`src/rtl/instruction_fetch_unit.sv`:
```
// instruction_fetch_unit: owns the PC, fetches words, resolves J-type jumps and Stop locally
module instruction_fetch_unit #(
  parameter logic [31:0] RESET_PC = 32'd4
) (
  input  logic        clock,
  input  logic        reset,
  output logic [31:0] AddressBus,
  input  logic [31:0] InstructionWord,
  input  logic        stall,
  input  logic        redirect_valid,
  input  logic [31:0] redirect_target,
  output logic [31:0] IR,
  output logic [31:0] IR_pc,
  output logic        ir_valid,
  output logic        halted
);
  localparam logic [1:0] TYPE_J = 2'b10;
  logic [31:0] pc_q, pc_d, ir_q, ir_d, ir_pc_q, ir_pc_d, j_off;
  logic        valid_q, valid_d, halt_q, halt_d, is_j, is_stop, unused_rt;
  assign is_j      = InstructionWord[2:1] == TYPE_J;
  assign is_stop   = InstructionWord[0];
  assign j_off     = {{6{InstructionWord[26]}}, InstructionWord[26:3], 2'b00};
  assign unused_rt = ^redirect_target[1:0];
  // next state: redirect beats stall beats halt; jumps are consumed here and never reach IR
  always_comb begin
    pc_d    = pc_q;
    ir_d    = ir_q;
    ir_pc_d = ir_pc_q;
    valid_d = valid_q;
    halt_d  = halt_q;
    if (redirect_valid) begin
      pc_d    = {redirect_target[31:2], 2'b00};
      valid_d = 1'b0;
      halt_d  = 1'b0;
    end else if (!stall) begin
      valid_d = !halt_q && !is_j;
      if (!halt_q) begin
        halt_d = is_stop;
        if (is_j) begin
          pc_d = pc_q + j_off;
        end else begin
          ir_d    = InstructionWord;
          ir_pc_d = pc_q;
          pc_d    = is_stop ? pc_q : pc_q + 32'd4;
        end
      end
    end
  end
  // fetch state registers, cleared asynchronously
  always_ff @(posedge clock or negedge reset) begin
    if (!reset) begin
      pc_q    <= RESET_PC;
      ir_q    <= '0;
      ir_pc_q <= '0;
      valid_q <= 1'b0;
      halt_q  <= 1'b0;
    end else begin
      pc_q    <= pc_d;
      ir_q    <= ir_d;
      ir_pc_q <= ir_pc_d;
      valid_q <= valid_d;
      halt_q  <= halt_d;
    end
  end
  assign AddressBus = pc_q;
  assign IR         = ir_q;
  assign IR_pc      = ir_pc_q;
  assign ir_valid   = valid_q;
  assign halted     = halt_q;
endmodule

```
`config.mk`:
```
export PLATFORM = sky130hd
export DESIGN_NAME = instruction_fetch_unit
export DESIGN_NICKNAME = d
export VERILOG_FILES = /design/src/rtl/instruction_fetch_unit.sv
export SDC_FILE = /design/constraint.sdc
export NUM_CORES = 1
export LEC_CHECK = 0
export CAP_MARGIN = 10
export CORE_MARGIN = 2
export CORE_UTILIZATION = 48
export CTS_CLUSTER_SIZE = 24
export DETAILED_ROUTE_END_ITERATION = 10
export PLACE_DENSITY = 0.85
export SYNTH_ARGS = -nofsm -noshare
export SYNTH_HDL_FRONTEND = slang
export SYNTH_SLANG_ARGS = --single-unit
```
`constraint.sdc`:
```
create_clock -name clock -period 3.15 [get_ports clock]
set_input_delay 0.315 -clock clock [delete_from_list [all_inputs] [get_ports clock]]
set_output_delay 0.315 -clock clock [all_outputs]
set_load 0.005 [all_outputs]
```
==> results.md <==
- CP arrival: 3.26 ns
- Rows: 39
- # Max-Cap Violations: 0
- Placed insts: 881
- Clock transition at path regs: approximately 0.07 ns
- Critical Path Fanout Max: 12
- Worst skew pair latency: 0.34 ns
- Flops & latches, synth: 94
- WL/cell: 17.10 um
- Boundary Pins: 166
- Synth async-reset ratio: 100.0%
- Commonest non-fill, non-tap cell in the layout: clkdlybuf4s50_1
- NumNets Final: 860
- Status: complete, no violations
- Register area share after synthesis: between 40% and 50%
- Period Utilization, post-route: 96.60%
- Vias in the first global route: ~5200
- DRC viols: 0
- Worst r2r path cells: 14
- Initial antenna violation count: 0
- CTS tree: done
- Gr usage total: 24.73%
- Largest net degree at the start of global routing: 83
- Core area: 11320 um2
- Synth area leaders: dfrtp_1 42%, mux2_2 13%, ha_1 6.6%, a21oi_1 3.6%, o21ai_0 3.4%
- CP Launch Point: InstructionWord[2]
- Port bufs: 159
- # diodes: 0
- Worst Path Class, Setup: in2reg
- Slew headroom: 31.81%
- Class of the worst hold path: in2async
- Slowest-stage cell, CP: bufbuf_16
- Wirelength, routed: 15560 um
- Iteration-0 DRC Markers: 281
- RR Startpoint: AddressBus[2]
- Width of the die: between 100 and 150 um
- Crit path buf inv count: 8
- Power Dens Cells: just over 500 nW/um2
- Non-filler cells, final: 910
- Post-synth cell types: 67
- Post-layout min period: roughly 3.0 ns
- Synth Flop Type: dfrtp_1
- Mapped Avg Cell Area: around 11 um2
- Placed Area: roughly 7700 um2
- Cell Chain, Critical Path: dlygate4sd2_1, nor2b_4, buf_4, bufbuf_16, and2_1, ha_2, buf_4, a211oi_2, buf_4, o211ai_1, nand3_1, nand4b_1, buf_4, buf_4, buf_4, nand2_1, xnor2_1, mux2i_1, o21ai_1
- Critical Path Start Type: input pin
- Crit path capture type: flip-flop
- Fin area: between 8000 and 9000 um2
- Post-DP HPWL: 10870 um
- Cell family with most CP delay: buffers and inverters
- Final Util: 72.89%
- Initial Utilization: 48.81%
- F_max: 328.6 MHz
- Area of the mapped netlist: 5525 um2
- CTS Buffer Depth: 2
- Total CTS buffers: 9
- Tightest Pin Transition: 1.023 ns
- Most frequent cells in the layout: 155 x clkdlybuf4s50_1, 93 x dfrtp_1, 89 x buf_4, 66 x mux2_2, 47 x nand2_1
- Top cell type by total area after synthesis: dfrtp_1
- Share of layout cells above drive strength 1: approximately 28%
- 1st-pass router iterations: 5
- Layout Skew: 0.007295 ns
- Post-synth EDFFs: 0
- Pins over their slew limit: 0
- WP depth: 19
- Worst path most repeated cell: buf_4
- GPL Wtd Cong: about 0.87
- Die area: 12390 um2
- Root Buffer: clkbuf_16
- Grt ovf: 0
- P&R area growth vs syn: 49.34%
- Worst VDD drop: 0.0003678 V
- Minimum hold slack: around 0.15 ns
- Leakage: 0.003661 uW
- Global-route wire length before repair: 25300 um
- Yosys warnings: 0
- Critical path required time: 3.37 ns
- Die height: 111.3 um
- Vias/cell: 5.551
- Final Hold Viols: 0
- Syn Inst Count: 526
- H-tree levels: 3
- Share of the synthesized area in the top cell type: 42.12%
- Vias post-DR: approximately 5100
- # setup viols final: 0
- Clk sinks: 94
- Max incr delay on CP: 0.28 ns
- DRT antenna net count: 0
## cells by family (layout without fill, tap and decap cells)
| logic type | Yosys count | in the layout | share of synthesized area, % |
|---|---|---|---|
| AOI/OAI and AO/OA | 136 | 136 | 16.49 |
| and+or+nand+nor | 136 | 136 | 12.05 |
| DFF | 94 | 94 | 42.60 |
| muxes | 74 | 74 | 14.90 |
| buffers and inverters | 33 | 271 | 3.487 |
| adders and majority gates | 30 | 30 | 6.929 |
| xor gates and xnor gates | 22 | 22 | 3.487 |
| other | 1 | 4 | 0.06787 |
## what timing repair did
item                                    4_1_cts  5_1_grt
resized for setup                            11       15
pin swaps                                     5       13
hold endpoints to repair                      0        0
setup buffers                                10        3
gates cloned                                  1        0
hold buffers                                  0        0
endpoints found under the setup margin        8        9
## synth_stat cells, drive strengths merged, types with 2 or more instances
| library cell | number |
|---|---|
| a21o | 10 |
| a31o | 2 |
| nor2b | 4 |
| inv | 4 |
| o211ai | 4 |
| nand2 | 47 |
| xnor2 | 12 |
| ha | 29 |
| nand3 | 7 |
| mux2i | 8 |
| a2111oi | 2 |
| a41oi | 2 |
| nor4 | 2 |
| nand4 | 4 |
| xor2 | 10 |
| clkbuf | 17 |
| a31oi | 4 |
| mux2 | 66 |
| dfrtp | 93 |
| a211o | 2 |
| o21ai | 41 |
| nor3b | 4 |
| or4 | 3 |
| nor3 | 5 |
| o31ai | 3 |
| and2 | 22 |
| buf | 12 |
| a211oi | 11 |
| a21oi | 41 |
| o21a | 4 |
| nand2b | 2 |
| nor2 | 30 |
## final timing paths
path | endpoint | slack (ns)
worst max register to register | AddressBus[22] | 0.39
worst min register to register | IR_pc[26] | 0.50
worst max-delay path | AddressBus[22] | 0.11
max in group asynchronous | IR[11] | 2.20
min in group clock | IR[2] | 0.40
worst min-delay path | AddressBus[27] | 0.15
## state kept, by name, indices dropped and copies added (netlist names)
register and count:
AddressBus 30, ir_valid 1, IR_pc 30, halted 1, IR 32
## metal layers
metal / vias up / part of all wire (%) / track usage [%]
li1: 2377 / - / -
met1: 2454 / 41 / 30.96
met2: 180 / 51 / 42.36
met3: 40 / 5.6 / 5.522
met4: 0 / 2.5 / 8.395
met5: - / 0 / 0
## stage by stage
| stage | setup TNS [ns] | worst slack [ns] | power, uW |
|---|---|---|---|
| final | 0 | 0.1070 | 4152 |
| after global routing | -0.01677 | -0.01087 | 4374 |
| after floorplan | 0 | 0.1359 | 2228 |
| after detailed placement | -5.711 | -0.5741 | 3076 |
| after CTS | 0 | 0.04995 | 4133 |
| after global placement | -3.471 | -0.3510 | 3014 |
## power by group
group | internal [uW] | switching (uW) | leakage, uW
clock | 538 | 482 | 0.000136
combinational | 953 | 572 | 0.00239
sequential | 1450 | 161 | 0.00113
total | 2940 | 1210 | 0.00366
## final cells by class
| class | instances | area, um2 |
|---|---|---|
| Clock inverter | 7 | 48.80 |
| Timing Repair Buffer | 251 | 2326 |
| Multi-Input combinational cell | 402 | 3104 |
| Clock buffer | 9 | 225.2 |
| Tap cell | 143 | 178.9 |
| Inverter | 4 | 15.01 |
| Sequential cell | 94 | 2354 |
| Fill cell | 785 | 3069 |
(Power assumes the default switching activity.)
